[src/rtl/fetch_control_pkg.sv]
// Shared fetch/PC-control definitions.
// Contents:
//   fetch_state_e   - fetch controller FSM states (BOOT, RUN, WAIT_MEM)
//   RANK_*          - redirect source ranks; higher value wins arbitration
//   SEL_*           - next_PC_select codes understood by the PC register
package fetch_control_pkg;

    typedef enum logic [1:0] {
        ST_BOOT     = 2'd0,
        ST_RUN      = 2'd1,
        ST_WAIT_MEM = 2'd2
    } fetch_state_e;

    localparam logic [1:0] RANK_NONE   = 2'd0;
    localparam logic [1:0] RANK_JUMP   = 2'd1;
    localparam logic [1:0] RANK_BRANCH = 2'd2;
    localparam logic [1:0] RANK_TRAP   = 2'd3;

    localparam logic [1:0] SEL_INCR = 2'b00;
    localparam logic [1:0] SEL_HOLD = 2'b01;
    localparam logic [1:0] SEL_LOAD = 2'b10;

endpackage

[src/rtl/fetch_control_redirect_arbiter.sv]
// redirect_arbiter: purely combinational choice between the redirect
// requests arriving this cycle and the redirect already parked in the
// pending register.
// Ports:
//   trap_*/branch_*/jump_*   - incoming redirect requests and targets
//   stall                    - decode stall; masks jump requests
//   pending_*                - current pending redirect entry
//   new_rank/new_target      - best request arriving this cycle (rank 0 = none)
//   new_wins                 - new request beats (or replaces) the pending entry
//   sel_valid/rank/target    - redirect to apply if memory accepts this cycle
module redirect_arbiter
    import fetch_control_pkg::*;
#(
    parameter int unsigned ADDRESS_BITS = 32
) (
    input  logic                    trap_valid,
    input  logic [ADDRESS_BITS-1:0] trap_target,
    input  logic                    branch_valid,
    input  logic [ADDRESS_BITS-1:0] branch_target,
    input  logic                    jump_valid,
    input  logic [ADDRESS_BITS-1:0] jump_target,
    input  logic                    stall,
    input  logic                    pending_valid,
    input  logic [1:0]              pending_rank,
    input  logic [ADDRESS_BITS-1:0] pending_target,
    output logic [1:0]              new_rank,
    output logic [ADDRESS_BITS-1:0] new_target,
    output logic                    new_wins,
    output logic                    sel_valid,
    output logic [1:0]              sel_rank,
    output logic [ADDRESS_BITS-1:0] sel_target
);

    always_comb begin
        new_rank   = RANK_NONE;
        new_target = '0;
        if (trap_valid) begin
            new_rank   = RANK_TRAP;
            new_target = trap_target;
        end else if (branch_valid) begin
            new_rank   = RANK_BRANCH;
            new_target = branch_target;
        end else if (jump_valid && !stall) begin
            // A stalled decode stage has not really issued its jump yet.
            new_rank   = RANK_JUMP;
            new_target = jump_target;
        end

        // Ties go to the newer request; a trap therefore always wins.
        new_wins = (new_rank != RANK_NONE) &&
                   (!pending_valid || (new_rank >= pending_rank));

        sel_valid  = new_wins || pending_valid;
        sel_rank   = RANK_NONE;
        sel_target = '0;
        if (new_wins) begin
            sel_rank   = new_rank;
            sel_target = new_target;
        end else if (pending_valid) begin
            sel_rank   = pending_rank;
            sel_target = pending_target;
        end
    end

endmodule

[src/rtl/fetch_control.sv]
// fetch_control: decides each cycle how the PC register advances
// (increment / hold / load redirect target), parks redirects that arrive
// while instruction memory is busy, and issues pipeline flushes.
// Ports:
//   clock, reset (active-low, asynchronous)
//   trap_*, branch_*, jump_*   - redirect requests (rank trap > branch > jump)
//   stall                      - decode hazard stall
//   i_mem_ready                - memory accepts a new fetch address this cycle
//   next_PC_select, target_PC  - PC register control; target only valid on load
//   flush_fetch, flush_decode  - kill instructions in fetch / decode
//   redirect_count             - saturating count of applied redirects
//   fsm_state                  - current FSM state, for observation
//
// Handshake: i_mem_ready is the ready half of the fetch address handshake.
// The PC presented this cycle is taken by memory only when i_mem_ready=1,
// so the PC may only change (increment or load) in such a cycle; when it is
// low the PC holds and any redirect is parked until memory accepts.
module fetch_control
    import fetch_control_pkg::*;
#(
    parameter int                    CORE         = 0,
    parameter int unsigned           ADDRESS_BITS = 32,
    parameter logic [ADDRESS_BITS-1:0] RESET_PC   = '0
) (
    input  logic                    clock,
    input  logic                    reset,
    input  logic                    trap_valid,
    input  logic [ADDRESS_BITS-1:0] trap_target,
    input  logic                    branch_valid,
    input  logic [ADDRESS_BITS-1:0] branch_target,
    input  logic                    jump_valid,
    input  logic [ADDRESS_BITS-1:0] jump_target,
    input  logic                    stall,
    input  logic                    i_mem_ready,
    output logic [1:0]              next_PC_select,
    output logic [ADDRESS_BITS-1:0] target_PC,
    output logic                    flush_fetch,
    output logic                    flush_decode,
    output logic [31:0]             redirect_count,
    output logic [1:0]              fsm_state
);

    // The boot address is owned by the PC register; the core index is
    // informational. Neither affects this controller's behaviour.
    logic unused_params;
    assign unused_params = ^{CORE, RESET_PC};

    fetch_state_e            state, next_state;
    logic                    pending_valid;
    logic [1:0]              pending_rank;
    logic [ADDRESS_BITS-1:0] pending_target;
    logic [31:0]             count_q;

    logic [1:0]              new_rank;
    logic [ADDRESS_BITS-1:0] new_target;
    logic                    new_wins;
    logic                    sel_valid;
    logic [1:0]              sel_rank;
    logic [ADDRESS_BITS-1:0] sel_target;

    logic                    capture;
    logic                    apply;
    logic [1:0]              flush_rank;

    redirect_arbiter #(
        .ADDRESS_BITS (ADDRESS_BITS)
    ) u_arbiter (
        .trap_valid     (trap_valid),
        .trap_target    (trap_target),
        .branch_valid   (branch_valid),
        .branch_target  (branch_target),
        .jump_valid     (jump_valid),
        .jump_target    (jump_target),
        .stall          (stall),
        .pending_valid  (pending_valid),
        .pending_rank   (pending_rank),
        .pending_target (pending_target),
        .new_rank       (new_rank),
        .new_target     (new_target),
        .new_wins       (new_wins),
        .sel_valid      (sel_valid),
        .sel_rank       (sel_rank),
        .sel_target     (sel_target)
    );

    always_ff @(posedge clock or negedge reset) begin
        if (!reset) begin
            state <= ST_BOOT;
        end else begin
            state <= next_state;
        end
    end

    always_comb begin
        next_state     = state;
        next_PC_select = SEL_HOLD;
        target_PC      = '0;
        capture        = 1'b0;
        apply          = 1'b0;
        flush_rank     = RANK_NONE;

        case (state)
            ST_BOOT: begin
                // One hold cycle so the PC register loads its boot address.
                next_state = ST_RUN;
            end
            ST_RUN, ST_WAIT_MEM: begin
                if (!i_mem_ready) begin
                    next_state = ST_WAIT_MEM;
                    capture    = new_wins;
                    flush_rank = new_wins ? new_rank : RANK_NONE;
                end else begin
                    next_state = ST_RUN;
                    if (sel_valid) begin
                        // Redirects are never delayed by stall.
                        next_PC_select = SEL_LOAD;
                        target_PC      = sel_target;
                        apply          = 1'b1;
                        flush_rank     = sel_rank;
                    end else if (stall) begin
                        next_PC_select = SEL_HOLD;
                    end else begin
                        next_PC_select = SEL_INCR;
                    end
                end
            end
            default: begin
                next_state = ST_BOOT;
            end
        endcase

        flush_fetch  = capture || apply;
        flush_decode = (capture || apply) && (flush_rank >= RANK_BRANCH);
    end

    always_ff @(posedge clock or negedge reset) begin
        if (!reset) begin
            pending_valid  <= 1'b0;
            pending_rank   <= RANK_NONE;
            pending_target <= '0;
        end else if (capture) begin
            pending_valid  <= 1'b1;
            pending_rank   <= new_rank;
            pending_target <= new_target;
        end else if (apply) begin
            // Whatever was parked is either applied now or superseded.
            pending_valid  <= 1'b0;
            pending_rank   <= RANK_NONE;
            pending_target <= '0;
        end
    end

    always_ff @(posedge clock or negedge reset) begin
        if (!reset) begin
            count_q <= '0;
        end else if (apply && (count_q != 32'hFFFF_FFFF)) begin
            count_q <= count_q + 32'd1;
        end
    end

    assign redirect_count = count_q;
    assign fsm_state      = state;

endmodule

[config.mk]
export PLATFORM = sky130hd
export DESIGN_NAME = fetch_control
export DESIGN_NICKNAME = d
export VERILOG_FILES = /design/src/rtl/fetch_control_pkg.sv /design/src/rtl/fetch_control_redirect_arbiter.sv /design/src/rtl/fetch_control.sv
export SDC_FILE = /design/constraint.sdc
export NUM_CORES = 1
export LEC_CHECK = 0
export CAP_MARGIN = 20
export CORE_MARGIN = 2
export CORE_UTILIZATION = 45
export DETAILED_ROUTE_END_ITERATION = 16
export PLACE_DENSITY = 0.93
export SETUP_SLACK_MARGIN = 0.02
export SYNTH_ARGS = -nofsm -noshare
export SYNTH_HDL_FRONTEND = slang
export SYNTH_SLANG_ARGS = --single-unit
export TNS_END_PERCENT = 50
[constraint.sdc]
create_clock -name clock -period 6.45 [get_ports clock]
set_input_delay 0.9675 -clock clock [delete_from_list [all_inputs] [get_ports clock]]
set_output_delay 0.9675 -clock clock [all_outputs]
set_load 0.05 [all_outputs]
==> metrics.log, run 1 <==
INFO  metric outcome = finished clean
INFO  metric clkSinkCount = 69
INFO  metric drc = 0
INFO  metric ys_seq_elements = 69
INFO  metric post_cts.repair.setup_buffers = 0
INFO  metric synth_seq_area_share = 38.7%
INFO  metric syn_to_final_growth = 52.2%
INFO  metric post-route-period-util = 83.8%
INFO  metric hold_violations = 0
INFO  metric synth-main-ff-cell = sky130_fd_sc_hd__dfrtp_1
INFO  metric clk_pin_slew_worst_paths = 80 ps
INFO  metric initial_core_util = 46.0%
INFO  metric post_synth_arst_share = 100%
INFO  metric fillCellCount = 740
INFO  metric worst_setup_path_end_kind = output pin
INFO  metric diodes = 0
INFO  metric postRouteAntennaNets = 0
INFO  metric reg2reg_depth = 6
INFO  metric hold_class = reg -> reg
INFO  metric place_congestion = 0.872
INFO  metric die_w = 104 um
INFO  metric worst-path-max-fanout = 33
INFO  metric cts_max_level = 3
INFO  metric setup_tns = 0 ps
INFO  metric hold_depth = 1
INFO  metric finalMaxSlewViolations = 0
INFO  metric dp.cells = 752
INFO  metric dr_pass1_iterations = 5
INFO  metric total_leakage_power = 2.65 nW
INFO  metric power.density = 345 mW/mm^2
INFO  metric track_usage = 25.8%
INFO  metric hold_buffers = 0
INFO  metric synth_warnings = 0
INFO  metric maxCapViolations = 0
INFO  metric commonest_non_fill_non_tap_cells_in_the_layout = sky130_fd_sc_hd__clkdlybuf4s50_1, sky130_fd_sc_hd__dfrtp_1, sky130_fd_sc_hd__nand2_1, sky130_fd_sc_hd__nand3_1, sky130_fd_sc_hd__a21oi_1
INFO  metric vdd_drop_max = 0.397 mV
INFO  metric critical_path.most_common_cell = sky130_fd_sc_hd__a21oi_1
INFO  metric final_common_cell = sky130_fd_sc_hd__clkdlybuf4s50_1
INFO  metric clock_tree.root_cell = sky130_fd_sc_hd__clkbuf_8
INFO  metric grt_start_max_net_pins = 73
INFO  metric cpLargestDelayFamily = compound AO/OA/AOI/OAI gates
INFO  metric synth_cells = 477
INFO  metric tritoncts = built
INFO  metric slew_headroom = 35.9%
INFO  metric critical_path_cell_count = 9
INFO  metric crit_path_max_delay_cell_type = sky130_fd_sc_hd__clkdlybuf4s50_1
INFO  metric routed_wire_length_per_instance = 17.8 um
INFO  metric critical_path_cell_sequence = clkdlybuf4s50_1, nor2_1, inv_1, ha_1, a21oi_1, a21oi_4, nand2b_1, a21oi_1, buf_12
INFO  metric synth.avg_cell_area = 9.34 um^2
INFO  metric via_count = around 4400
INFO  metric cp-start-kind = primary input
INFO  metric tritoncts.num_buffers = 9
INFO  metric critical_path_buf_inv_count = 3
INFO  metric rows = 36
INFO  metric fp.dieArea = 0.0107 mm^2
INFO  metric period_minus_slack = ~5400 ps
INFO  metric fmax = 185 MHz
INFO  metric sequential_area = 0.00173 mm^2
INFO  metric drt_iter0_markers = 259
INFO  metric tightest_slew = 960 ps
INFO  metric io-pin-count = around 170
INFO  metric antenna_found_initial = 0
INFO  metric synth_area = between 0.004 and 0.005 mm^2
INFO  metric grt_first_pass_wirelength = 22800 um
INFO  metric layoutNonFillerInstCount = roughly 770
INFO  metric setup_viol = 0
INFO  metric arrival_time_of_the_worst_setup_path = 4430 ps
INFO  metric final.setup_skew = approximately 9.9 ps
INFO  metric synth_edf_count = 0
INFO  metric slowest_cell_delay_on_critical_path = 830 ps
INFO  metric dpl.hpwl = 9720 um
INFO  metric cts.path.max_buffers = 2
INFO  metric design.final.nets = about 740
INFO  metric via_count_of_the_first_global_routing_pass = 4543
INFO  metric setup.worst_path.class = in -> out
INFO  metric cp.required = between 5000 and 6000 ps
INFO  metric via_per_inst = 5.67
INFO  metric unrepaired_setup_endpoints_after_global_routing = false
INFO  metric post_cts_resized = 0
INFO  metric core_region_area = 0.00968 mm^2
INFO  metric floorplan.die.height = 104 um
INFO  metric postSynthNetCount = 585
INFO  metric ys_types = 50
INFO  metric layout-drive-gt1-share = 12.3%
INFO  metric clkLatencyLatePin = 340 ps
INFO  metric multi_input_comb_area = 0.00253 mm^2
INFO  metric wirelength = 13700 um
INFO  metric portBuffers = 172
INFO  metric global_route.overflow_total = 0
flip-flops by register name, summed over array words and instances, names as in the netlist:
register / count
fsm_state: 2
pending_rank: 2
pending_target: 32
pending_valid: 1
redirect_count: 32
worst reg2reg max path, stage by stage, from the launching register on:
cell and delay [ps]:
sky130_fd_sc_hd__dfrtp_1 510, sky130_fd_sc_hd__or3_4 430, sky130_fd_sc_hd__o211ai_4 190, sky130_fd_sc_hd__buf_4 580, sky130_fd_sc_hd__nor3_2 190, sky130_fd_sc_hd__nand2_1 120, sky130_fd_sc_hd__mux2_2 320
through the flow:
step                utilization, %  hold WS, ps  setup WS [ps]  instance area (um^2)  power [mW]
CTS                           69.8          527            998                  6760        2.33
floorplan                        -          501           1870                  4460        1.45
global route                  70.0          543            761                  6780        2.47
global placement              67.8          487           1180                  6560        1.93
detailed placement            67.8          509           1020                  6560        1.98
finish                        70.0          523           1050                  6780        2.34
synth_stat cells, drive strengths merged, types with 4 or more instances:
cell type	n	area, um^2
a21oi	39	203
a221o	32	320
and3	7	45.1
and4	4	37.5
buf	22	134
clkbuf	15	56.3
dfrtp	69	1730
ha	5	62.6
inv	7	26.3
mux2i	33	330
nand2	51	194
nand2b	36	225
nand3	47	253
nand4	13	96.3
nor2	6	22.5
nor3	5	30.0
o21ai	34	170
xnor2	26	228
worst paths after layout:
| path | endpoint | slack, ps | start |
|---|---|---|---|
| worst max-delay path | target_PC[4] | 1050 | branch_valid |
| worst min-delay path | redirect_count[7]$_DFFE_PN0P_ | 520 | redirect_count[7]$_DFFE_PN0P_ |
| worst max register to register | redirect_count[14]$_DFFE_PN0P_ | 4000 | pending_valid$_DFFE_PN0P_ |
| worst min register to register | redirect_count[7]$_DFFE_PN0P_ | 520 | redirect_count[7]$_DFFE_PN0P_ |
| max in group asynchronous | pending_target[2]$_DFFE_PN0P_ | 5050 | reset |
| min in group asynchronous | pending_target[22]$_DFFE_PN0P_ | 820 | reset |
logic make-up after synthesis:
group	Yosys count	share of synthesized area (%)
AND/OR/NAND/NOR	181	23.0
AO/OA/AOI/OAI	114	18.3
flip-flops	69	38.7
buffers and inverters	44	4.86
multiplexers	36	8.17
XOR/XNOR	28	5.50
adder cells (fa/ha/maj)	5	1.40
layout make-up:
class / instances / area share [%]
repair buffers: 180 / 31.5
well taps: 133 / 2.45
inverters: 7 / 0.387
clock buffers: 10 / 1.88
flip-flops and latches: 69 / 25.5
multi-input cells: 364 / 37.4
clock inverters: 6 / 0.941
metal layers:
| layer | global-route usage (%) | vias up | part of all wire, % |
|---|---|---|---|
| li1 | - | 2048 | - |
| met1 | 31.8 | 2117 | 42 |
| met2 | 44.8 | 173 | 50 |
| met3 | 6.10 | 22 | 6.5 |
| met4 | 8.49 | 0 | 1.8 |
| met5 | 0 | - | 0 |
power breakdown:
part | leakage (nW) | switching (mW) | internal, mW
Clock | 0.0923 | 0.172 | 0.178
Sequential | 0.915 | 0.0854 | 0.542
Combinational | 1.65 | 0.809 | 0.555
No activity file was read; power rests on OpenSTA's default activity.
==> run 2, diff against run 1 <==
CORE_UTILIZATION = 40   (was 45)
PLACE_DENSITY = 0.88   (was 0.93)
clock period = 4.96 ns   (was 6.45 ns; I/O delays follow)
==> metrics.log, run 2 (same netlist as run 1, synthesis figures left out) <==
INFO  metric commonest_non_fill_non_tap_cells_in_the_layout = sky130_fd_sc_hd__clkdlybuf4s50_1, sky130_fd_sc_hd__dfrtp_1, sky130_fd_sc_hd__nand2_1, sky130_fd_sc_hd__nand3_1
INFO  metric antenna_found_initial = 0 (unchanged)
INFO  metric tritoncts = built
INFO  metric period_minus_slack = 4350 ps
INFO  metric setup_viol = 0 (unchanged)
INFO  metric grt_start_max_net_pins = 70 (-4.1%)
INFO  metric cp.required = 4220 ps (-1260 ps)
INFO  metric dp.cells = 761 (+1.2%)
INFO  metric tritoncts.num_buffers = 9 (unchanged)
INFO  metric wirelength = 13700 um (about the same)
INFO  metric power.switching = 1.40 mW (+31%)
INFO  metric dr_pass1_iterations = 5 (unchanged)
INFO  metric drc = 0 (unchanged)
INFO  metric utilization = 63.1% (-6.9 points)
INFO  metric clkLatencyLatePin = 330 ps (about the same)
INFO  metric final_common_cell = sky130_fd_sc_hd__clkdlybuf4s50_1
INFO  metric reg2reg_depth = 5 (-1)
INFO  metric total_leakage_power = 2.69 nW (+1.3%)
INFO  metric endpoint = target_PC[14]
INFO  metric post_cts.repair.setup_buffers = 0 (unchanged)
INFO  metric p_comb_share = 58.3% (about the same)
INFO  metric hold_buffers = 0 (unchanged)
INFO  metric tightest_slew = 874 ps (-86.0 ps)
INFO  metric wl_met3 = 1030 um (+16%)
INFO  metric layout-drive-gt1-share = 12.9% (+0.59 points)
INFO  metric final.setup_skew = 8.96 ps (-0.900 ps)
INFO  metric grt_first_pass_wirelength = 21100 um (-7.1%)
INFO  metric postRouteAntennaNets = 0 (unchanged)
INFO  metric clock_tree.root_cell = sky130_fd_sc_hd__clkbuf_8
INFO  metric design.final.nets = 741 (+0.27%)
INFO  metric switching_share = 45.3% (-0.28 points)
INFO  metric diodes = 0 (unchanged)
INFO  metric core_region_area = 0.0108 mm^2 (+12%)
INFO  metric track_usage = 22.2% (-3.7 points)
INFO  metric place_congestion = 0.843 (-3.3%)
INFO  metric r2r_setup_slack = 2500 ps (-1500 ps)
INFO  metric post-route-period-util = between 80% and 90%
INFO  metric setup_tns = 0 ps (unchanged)
INFO  metric arrival_time_of_the_worst_setup_path = 3610 ps (-820 ps)
INFO  metric via_count_of_the_first_global_routing_pass = 4244 (-6.6%)
INFO  metric finalMaxSlewViolations = 0 (unchanged)
INFO  metric clkSinkCount = 69 (unchanged)
INFO  metric syn_to_final_growth = 53.5%
INFO  metric vdd_drop_max = 0.488 mV (+23%)
INFO  metric detailedPlace.worstSlack = 556 ps (-466 ps)
INFO  metric crit_path_max_delay_cell_type = sky130_fd_sc_hd__clkdlybuf4s50_1
INFO  metric initial_core_util = 41.1% (-4.9 points)
INFO  metric final_critical_path_setup_slack = 608 ps (-440 ps)
INFO  metric unrepaired_setup_endpoints_after_global_routing = false
INFO  metric via_count = 4343 (-0.39%)
INFO  metric slew_headroom = 41.7% (+5.9 points)
INFO  metric cellInternalPower = 1.69 mW (+33%)
INFO  metric die_w = 110 um (+5.8%)
INFO  metric cts.path.max_buffers = 2 (unchanged)
INFO  metric power.share.sequential = 26.6% (-0.2 points)
INFO  metric setup.worst_path.class = in -> out
INFO  metric hold_class = reg -> reg
INFO  metric routed_wire_length_per_instance = 17.6 um (-1.3%)
INFO  metric drt-met1-wl = 5680 um (-1.5%)
INFO  metric outcome = finished clean
INFO  metric reg2reg_end = redirect_count[1]$_DFFE_PN0P_
INFO  metric maxCapViolations = 0 (unchanged)
INFO  metric worst-path-max-fanout = 26 (-21%)
INFO  metric fp.dieArea = 0.0120 mm^2 (+12%)
INFO  metric maxUsedRoutingLayer = met4
INFO  metric power.density = 451 mW/mm^2 (+31%)
INFO  metric global_route.overflow_total = 0 (unchanged)
INFO  metric portBuffers = 172 (unchanged)
INFO  metric rr_startpoint = pending_valid$_DFFE_PN0P_
INFO  metric hold_violations = 0 (unchanged)
INFO  metric critical_path_cell_sequence = clkdlybuf4s50_1, nor2_1, inv_1, ha_1, nand2b_1, a21oi_1, a21o_1, buf_12, nand3_1, a21oi_1, buf_12
INFO  metric pwr-share-clk = 15.1% (+0.2 points)
INFO  metric fmax = 230 MHz
INFO  metric critical_path_buf_inv_count = 4 (+1)
INFO  metric slowest_cell_delay_on_critical_path = 500 ps (-330 ps)
INFO  metric via_per_inst = 5.58 (-1.5%)
INFO  metric cp-start-kind = primary input
INFO  metric cts_max_level = 3 (unchanged)
INFO  metric sequential_area = 0.00173 mm^2 (unchanged)
INFO  metric drt_iter0_markers = 303 (+17%)
INFO  metric cpLargestDelayFamily = buffers and inverters
INFO  metric rows = 38 (+5.6%)
INFO  metric floorplan.die.height = 110 um (+5.8%)
INFO  metric layoutNonFillerInstCount = 778 (+1.2%)
INFO  metric multi_input_comb_area = 0.00253 mm^2 (-0.30%)
INFO  metric io-pin-count = 173 (unchanged)
INFO  metric worstSetupStartpoint = branch_valid
INFO  metric dpl.hpwl = 10100 um (+4.4%)
INFO  metric met2_wirelength = 6840 um (+0.34%)
INFO  metric clk_pin_slew_worst_paths = 80 ps (about the same)
INFO  metric worst_setup_path_end_kind = output pin
INFO  metric critical_path_cell_count = 11 (+2)
INFO  metric fillCellCount = 865 (+17%)
INFO  metric post_cts_resized = 0 (unchanged)
run 2: cell types whose count changed in the layout (fill, tap and decap cells not counted):
| cell | change |
|---|---|
| sky130_fd_sc_hd__clkinvlp_4 | -2 |
| sky130_fd_sc_hd__clkdlybuf4s50_1 | -1 |
| sky130_fd_sc_hd__inv_6 | +1 |
| sky130_fd_sc_hd__a21oi_4 | -1 |
| sky130_fd_sc_hd__clkinv_4 | +2 |
| sky130_fd_sc_hd__clkbuf_1 | -1 |
| sky130_fd_sc_hd__a21oi_2 | +1 |
| sky130_fd_sc_hd__buf_12 | +3 |
run 2: routing by layer:
layer / up-vias / track usage, %
li1: 2052 / -
met1: 2123 / 28.7
met2: 157 / 38.1
met3: 11 / 5.04
met4: 0 / 4.52
met5: - / 0
run 2: worst min path at each step:
stage | startpoint | end | cells past startpoint
3_5_place_dp | redirect_count[7]$_DFFE_PN0P_ | redirect_count[7]$_DFFE_PN0P_ | 1
3_3_place_gp | redirect_count[13]$_DFFE_PN0P_ | redirect_count[13]$_DFFE_PN0P_ | 1
2_1_floorplan | reset | fsm_state[0]$_DFF_PN0_ | 0
4_1_cts | redirect_count[12]$_DFFE_PN0P_ | redirect_count[12]$_DFFE_PN0P_ | 1
6_report | redirect_count[13]$_DFFE_PN0P_ | redirect_count[13]$_DFFE_PN0P_ | 1
5_1_grt | redirect_count[13]$_DFFE_PN0P_ | redirect_count[13]$_DFFE_PN0P_ | 1
run 2: worst reg2reg max path: stages, from the launching register on:
cell	delay [ps]
sky130_fd_sc_hd__dfrtp_1	570
sky130_fd_sc_hd__or3_4	460
sky130_fd_sc_hd__o211ai_4	660
sky130_fd_sc_hd__inv_2	190
sky130_fd_sc_hd__nand2_2	130
sky130_fd_sc_hd__mux2_1	330
run 2: cell type report:
| cell class | instances | area share, % |
|---|---|---|
| clock buffer | 9 | 1.81 |
| sequential | 69 | 25.2 |
| inverter | 7 | 0.384 |
| multi-input combinational | 364 | 36.9 |
| clock inverter | 7 | 1.10 |
| timing repair buffer | 182 | 32.0 |
| tap | 140 | 2.56 |
run 2: stage by stage:
| step | instance area [um^2] | hold WS [ps] | power (mW) |
|---|---|---|---|
| final | 6840 | 524 | 3.09 |
| after global routing | 6840 | 539 | 3.25 |
| after CTS | 6810 | 525 | 3.08 |
| after detailed placement | 6620 | 509 | 2.61 |
| after global placement | 6620 | 479 | 2.55 |
| after floorplan | 4460 | 448 | 1.89 |
run 2: power groups by stage:
stage / combinational, mW / sequential [mW] / clock [mW]
6_report: 1.80 / 0.822 / 0.465
5_1_grt: 1.91 / 0.839 / 0.501
4_1_cts: 1.77 / 0.842 / 0.477
3_5_place_dp: 1.76 / 0.851 / 0
3_3_place_gp: 1.71 / 0.841 / 0
2_1_floorplan: 1.00 / 0.887 / 0
